`src/rtl/vic_regbank_dbuf_if.sv`:
```
// Host-side bus of the double-buffered VIC register bank.
// Carries register access, frame sync and the active-bank outputs.
interface vic_regbank_dbuf_if #(
  parameter int DATA_W = 4,
  parameter int NREGS  = 32,
  parameter int ADDR_W = 5
);
  logic [ADDR_W-1:0]           i_VIC_regaddr;
  logic [DATA_W-1:0]           i_VIC_data;
  logic                        i_VIC_we;
  logic [DATA_W-1:0]           o_VIC_data;
  logic                        i_frame_sync;
  logic [(NREGS-1)*DATA_W-1:0] o_buffer;
  logic                        o_enable;
  logic                        o_commit_pending;
  logic                        o_commit_done;

  modport master (
    output i_VIC_regaddr,
    output i_VIC_data,
    output i_VIC_we,
    output i_frame_sync,
    input  o_VIC_data,
    input  o_buffer,
    input  o_enable,
    input  o_commit_pending,
    input  o_commit_done
  );

  modport slave (
    input  i_VIC_regaddr,
    input  i_VIC_data,
    input  i_VIC_we,
    input  i_frame_sync,
    output o_VIC_data,
    output o_buffer,
    output o_enable,
    output o_commit_pending,
    output o_commit_done
  );
endinterface

```
`src/rtl/vic_regbank_dbuf.sv`:
```
// Double-buffered VIC register bank: host writes hit a shadow bank,
// the active bank takes a whole-bank copy on commit.
module vic_regbank_dbuf #(
  parameter int DATA_W = 4,
  parameter int NREGS  = 32,
  parameter int ADDR_W = 5
) (
  input  logic             clk,
  input  logic             rst,
  vic_regbank_dbuf_if.slave bus
);
  localparam int NDATA = NREGS - 1;
  localparam int BUF_W = NDATA * DATA_W;
  localparam int IDX_W = (NDATA > 1) ? $clog2(NDATA) : 1;
  localparam logic [ADDR_W-1:0] CTRL_ADDR = ADDR_W'(NDATA);

  localparam logic [1:0] IDLE      = 2'd0;
  localparam logic [1:0] WAIT_SYNC = 2'd1;
  localparam logic [1:0] COPY      = 2'd2;

  logic [DATA_W-1:0] shadow [NDATA];
  logic [BUF_W-1:0]  active;
  logic [1:0]        state;
  logic [1:0]        state_nx;
  logic              en_q;
  logic              imm_q;
  logic              req_q;
  logic              req_imm_q;
  logic              pend_q;
  logic              done_q;
  logic [DATA_W-1:0] rd_q;
  logic [DATA_W-1:0] rd_data;
  logic [DATA_W-1:0] ctrl_rd;
  logic [IDX_W-1:0]  idx;
  logic              is_data;
  logic              is_ctrl;
  logic              data_wr;
  logic              ctrl_wr;
  logic              commit_req;

  assign idx     = bus.i_VIC_regaddr[IDX_W-1:0];
  assign is_data = bus.i_VIC_regaddr < CTRL_ADDR;
  assign is_ctrl = bus.i_VIC_regaddr == CTRL_ADDR;
  assign data_wr = bus.i_VIC_we && is_data;
  assign ctrl_wr = bus.i_VIC_we && is_ctrl;

  // Requests are only taken from a quiet IDLE; nothing is queued.
  assign commit_req = ctrl_wr && bus.i_VIC_data[1]
                   && state == IDLE && !req_q;

  always_comb begin
    state_nx = state;
    unique case (state)
      IDLE: begin
        if (req_q)
          state_nx = req_imm_q ? COPY : WAIT_SYNC;
      end
      WAIT_SYNC: begin
        if (bus.i_frame_sync)
          state_nx = COPY;
      end
      COPY: state_nx = IDLE;
      default: state_nx = IDLE;
    endcase
  end

  always_comb begin
    ctrl_rd    = '0;
    ctrl_rd[0] = en_q;
    ctrl_rd[1] = pend_q;
    ctrl_rd[2] = imm_q;
  end

  always_comb begin
    rd_data = '0;
    unique case (1'b1)
      is_data: rd_data = shadow[idx];
      is_ctrl: rd_data = ctrl_rd;
      default: rd_data = '0;
    endcase
  end

  always_ff @(posedge clk or negedge rst) begin
    if (!rst) begin
      for (int k = 0; k < NDATA; k++)
        shadow[k] <= '0;
    end else if (data_wr) begin
      shadow[idx] <= bus.i_VIC_data;
    end
  end

  always_ff @(posedge clk or negedge rst) begin
    if (!rst) begin
      en_q      <= 1'b0;
      imm_q     <= 1'b0;
      req_q     <= 1'b0;
      req_imm_q <= 1'b0;
    end else begin
      req_q <= commit_req;
      if (ctrl_wr) begin
        en_q  <= bus.i_VIC_data[0];
        imm_q <= bus.i_VIC_data[2];
      end
      if (commit_req)
        req_imm_q <= bus.i_VIC_data[2];
    end
  end

  always_ff @(posedge clk or negedge rst) begin
    if (!rst) begin
      state  <= IDLE;
      pend_q <= 1'b0;
      done_q <= 1'b0;
    end else begin
      state  <= state_nx;
      pend_q <= state_nx == WAIT_SYNC;
      done_q <= state == COPY;
    end
  end

  // Non-blocking copy: a shadow write on this edge is not seen.
  always_ff @(posedge clk or negedge rst) begin
    if (!rst) begin
      active <= '0;
    end else if (state == COPY) begin
      for (int k = 0; k < NDATA; k++)
        active[k*DATA_W +: DATA_W] <= shadow[k];
    end
  end

  always_ff @(posedge clk or negedge rst) begin
    if (!rst)
      rd_q <= '0;
    else
      rd_q <= rd_data;
  end

  assign bus.o_VIC_data       = rd_q;
  assign bus.o_buffer         = active;
  assign bus.o_enable         = en_q;
  assign bus.o_commit_pending = pend_q;
  assign bus.o_commit_done    = done_q;

endmodule

```
`src/flat_wrapper.sv`:
```
// flat-port wrapper written by rule: the top's interface ports become plain ports
module vic_regbank_dbuf_flat 
#(
  parameter int DATA_W = 4,
  parameter int NREGS  = 32,
  parameter int ADDR_W = 5
)
  (clk, rst, bus_i_VIC_regaddr, bus_i_VIC_data, bus_i_VIC_we, bus_i_frame_sync, bus_o_VIC_data, bus_o_buffer, bus_o_enable, bus_o_commit_pending, bus_o_commit_done);
  vic_regbank_dbuf_if #(.DATA_W(DATA_W), .NREGS(NREGS), .ADDR_W(ADDR_W)) bus_i ();
  input  logic clk;
  input  logic rst;
  input wire logic [$bits(bus_i.i_VIC_regaddr)-1:0] bus_i_VIC_regaddr;
  input wire logic [$bits(bus_i.i_VIC_data)-1:0] bus_i_VIC_data;
  input wire logic [$bits(bus_i.i_VIC_we)-1:0] bus_i_VIC_we;
  input wire logic [$bits(bus_i.i_frame_sync)-1:0] bus_i_frame_sync;
  output wire logic [$bits(bus_i.o_VIC_data)-1:0] bus_o_VIC_data;
  output wire logic [$bits(bus_i.o_buffer)-1:0] bus_o_buffer;
  output wire logic [$bits(bus_i.o_enable)-1:0] bus_o_enable;
  output wire logic [$bits(bus_i.o_commit_pending)-1:0] bus_o_commit_pending;
  output wire logic [$bits(bus_i.o_commit_done)-1:0] bus_o_commit_done;
  assign bus_i.i_VIC_regaddr = bus_i_VIC_regaddr;
  assign bus_i.i_VIC_data = bus_i_VIC_data;
  assign bus_i.i_VIC_we = bus_i_VIC_we;
  assign bus_i.i_frame_sync = bus_i_frame_sync;
  assign bus_o_VIC_data = bus_i.o_VIC_data;
  assign bus_o_buffer = bus_i.o_buffer;
  assign bus_o_enable = bus_i.o_enable;
  assign bus_o_commit_pending = bus_i.o_commit_pending;
  assign bus_o_commit_done = bus_i.o_commit_done;
  vic_regbank_dbuf #(.DATA_W(DATA_W), .NREGS(NREGS), .ADDR_W(ADDR_W)) u_core (.clk(clk), .rst(rst), .bus(bus_i));
endmodule
```
`config.mk`:
```
export PLATFORM = sky130hd
export DESIGN_NAME = vic_regbank_dbuf_flat
export DESIGN_NICKNAME = d
export VERILOG_FILES = /design/src/rtl/vic_regbank_dbuf_if.sv /design/src/rtl/vic_regbank_dbuf.sv /design/src/flat_wrapper.sv
export SDC_FILE = /design/constraint.sdc
export NUM_CORES = 1
export LEC_CHECK = 0
export CAP_MARGIN = 20
export CORE_MARGIN = 8
export CORE_UTILIZATION = 45
export CTS_CLUSTER_DIAMETER = 200
export DETAILED_ROUTE_END_ITERATION = 7
export GPL_ROUTABILITY_DRIVEN = 0
export PLACE_DENSITY = 0.75
export REMOVE_ABC_BUFFERS = 1
export SLEW_MARGIN = 40
export SYNTH_ARGS = -nofsm -noshare
export SYNTH_HDL_FRONTEND = slang
export SYNTH_SLANG_ARGS = --single-unit
```
`constraint.sdc`:
```
create_clock -name clk -period 3.95 [get_ports clk]
set_input_delay 0.79 -clock clk [delete_from_list [all_inputs] [get_ports clk]]
set_output_delay 0.79 -clock clk [all_outputs]
set_load 0.005 [all_outputs]
```
==> summary.txt <==
Run
  – MaxCap Viol Count: 0

STA
  – Endpoints failing hold: 0
  – Actual slew at the worst max-slew pin: 0.719 ns
  – Max Clk Rate: 387 MHz
  – Rel. slew slack: 0.521
  – Worst Clk Skew: 0.0186 ns
  – Final setup margin: 1.37 ns
  – Final setup violation count: 0
  – Final min period: 2.58 ns
  – Slew Limit Fails: 0
  – Fin Setup TNS: 0 ns
  – RSZ-0062 raised after global routing: false
  – Period utilization: 0.654

Global routing
  – Initial antenna violation count: 1
  – GR Overflow Total: 0
  – First-pass GRT wire length: 44.5 mm
  – Vias in the first global route: 7814
  – Largest net degree at the start of global routing: 98
  – Tot GR Track Use: 0.191

Yosys
  – Synth Instances: 962
  – Cell taking the most area after synthesis: dfrtp_1
  – Yosys reg bits: 260
  – Register area share after synthesis: 0.596
  – Avg Cell Area, Syn: 11.3 sq um
  – YS warnings: 0
  – EDFF count, synth: 0
  – Share of the synthesized area in the top cell type: 0.596
  – Synth unique cells: 49
  – Synthesized cell area: 10900 sq um
  – Ys flop type: dfrtp_1
  – Async set or reset register ratio after synthesis: 1.00
  – Top area cells in the synthesized netlist: dfrtp_1, mux2_2, nand2_1

Clock network
  – Hold buffer count at CTS: 0
  – CTS buffer count: 27
  – Max clock buf depth: 3
  – CTS tree: done
  – CTS sink count: 260
  – Clock root cell: clkbuf_16
  – Worst-Skew Late Latency: 0.53 ns
  – Resize count post-CTS: 0
  – H-tree lvl count: 1
  – Setup repair bufs after CTS: 0
  – Clk slew on worst S/H paths: 0.06 ns

Power and ir drop
  – Pwr Density: 506 nW/um^2
  – Worst vdd ir: 305 uV
  – Pleak: 6.59 nW

Route
  – First-pass iteration count of the detailed router: 5
  – DRC Markers: 0
  – Vias per std cell: 5.24
  – Initial DRC Count: 740
  – Final ANT Viol Nets: 0
  – Post-Route WL: 27.7 mm
  – WL/cell: 19.3 um
  – Routed vias: 7532

Floorplan
  – Die width: 172 um
  – Rows: 57
  – I/O Pins: 144
  – Core Box Area: 24000 sq um
  – Die Height: 172 um
  – Starting Density: 0.454
  – Full die area: 29500 sq um

Final layout
  – Layout Nets: 1110
  – Layout cells sized above 1: 0.195
  – Syn-to-layout area delta: 24.4%
  – Diode count: 0
  – Final Util: 0.565

Place
  – PortBufs: 143
  – Pre-CTS setup slack: 0.854 ns
  – Final HPWL DP: 18.9 mm

Worst hold path
  – Worst hold path type: in -> async

Critical path
  – CP Launch Type: primary input
  – Crit-path max cell delay: 0.76 ns
  – Worst-path cell chain: clkdlybuf4s50_1 -> or3_1 -> nor2_1 -> mux2_2
  – Critical path data required time: 4.35 ns
  – Crit path arrival time: 2.98 ns
  – Setup Crit Path Kind: in -> reg
  – Setup crit end kind: flop
  – Critical Path Slowest Stage Cell: clkdlybuf4s50_1
  – Crit-path max FO: 19

Run status
  – Status: completed
-- logic make-up (layout without fill, tap and decap cells) --
group	count (synthesis)	after routing	synth area share
multiplexers	165	165	0.194
AND/OR/NAND/NOR	454	454	0.167
flip-flops	260	260	0.596
buffers and inverters	55	207	0.0233
AO/OA/AOI/OAI	28	28	0.0198
-- cell usage after synthesis, types with 2 or more instances --
cell / number
nand2_1: 387
dfrtp_1: 260
mux2_2: 131
nor2_1: 34
clkbuf_1: 26
mux4_2: 15
buf_2: 12
mux2i_1: 12
buf_1: 10
a22oi_1: 7
mux4_1: 7
nand3_1: 5
a21oi_1: 3
nand2b_1: 3
nor2b_1: 3
o22ai_1: 3
a32oi_1: 2
and3_1: 2
and3b_1: 2
buf_4: 2
buf_6: 2
nand3b_1: 2
nand4_1: 2
nor3_2: 2
nor3b_2: 2
o221ai_1: 2
or3_1: 2
-- final timing paths --
kind                       depth (start not counted)                      from                        to  slack (ns)
max                                                4      bus_i_VIC_regaddr[2]        u_core.shadow[109]        1.37
min                                                1                       rst  u_core.bus.o_commit_done        0.12
max reg2reg                                        5           u_core.state[0]   u_core.bus.o_buffer[36]        1.56
min reg2reg                                        2  u_core.bus.o_buffer[122]  u_core.bus.o_buffer[122]        0.47
max in group asynchronous                          3                       rst   u_core.bus.o_buffer[10]        2.83
min in group clk                                   2  u_core.bus.o_buffer[122]  u_core.bus.o_buffer[122]        0.47
-- worst max-delay path: cells and delay by family --
| family | cells | cell delay [ns] |
|---|---|---|
| buf+inv | 1 | 0.76 |
| mux | 1 | 0.39 |
| simple gates | 2 | 1.04 |
-- cell type report --
type,instances,area [sq um]
flip-flops and latches,260,6510
inverters,2,8.76
repair buffers,159,1590
clock inverters,10,129
fillers,2014,10500
well taps,324,405
clock buffers,36,779
multi-input cells,647,4160
-- where the power goes --
part | leakage (nW) | switching, W | internal [W]
clock network | 0.455 | 0.00102 | 0.00157
logic | 2.68 | 0.000381 | 0.000566
registers | 3.45 | 0.000294 | 0.00304
total | 6.59 | 0.00170 | 0.00517
-- layout by cell type, fill, tap and decap left out, types with 3 or more instances in the layout --
cell type,instances
clkbuf_8,7
dfrtp_1,260
mux4_1,7
mux2i_1,12
nand3_1,5
o22ai_1,3
a21oi_1,3
buf_4,13
mux4_2,15
clkbuf_16,27
clkdlybuf4s50_1,140
nor2_1,34
bufinv_16,3
nor2b_1,3
clkinv_2,7
mux2_2,131
nand2_1,387
a22oi_1,7
-- layer usage --
layer,share of wire,wire [um],global-route usage
met3,0.069,1900,0.0404
met4,0.013,365,0.0363
met5,0.00032,9,0
met2,0.47,13100,0.306
met1,0.44,12300,0.267
-- per-stage QoR --
stage | power, W | hold WS [ns] | cell area, sq um | std cells
floorplan | 0.00374 | 0.447 | 10700 | 909
global placement | 0.00429 | 0.459 | 12600 | 1391
detailed placement | 0.00432 | 0.461 | 12600 | 1391
CTS | 0.00692 | 0.321 | 13600 | 1437
global route | 0.00717 | 0.121 | 13600 | 1438
finish | 0.00687 | 0.119 | 13600 | 1438
-- registers in the layout, indices dropped and copies added (netlist names) --
name,count
u_core.bus.o_VIC_data,4
u_core.bus.o_buffer,124
u_core.bus.o_commit_done,1
u_core.bus.o_commit_pending,1
u_core.bus.o_enable,1
u_core.imm_q,1
u_core.req_imm_q,1
u_core.req_q,1
u_core.shadow,124
u_core.state,2
(Power assumes the default switching activity.)
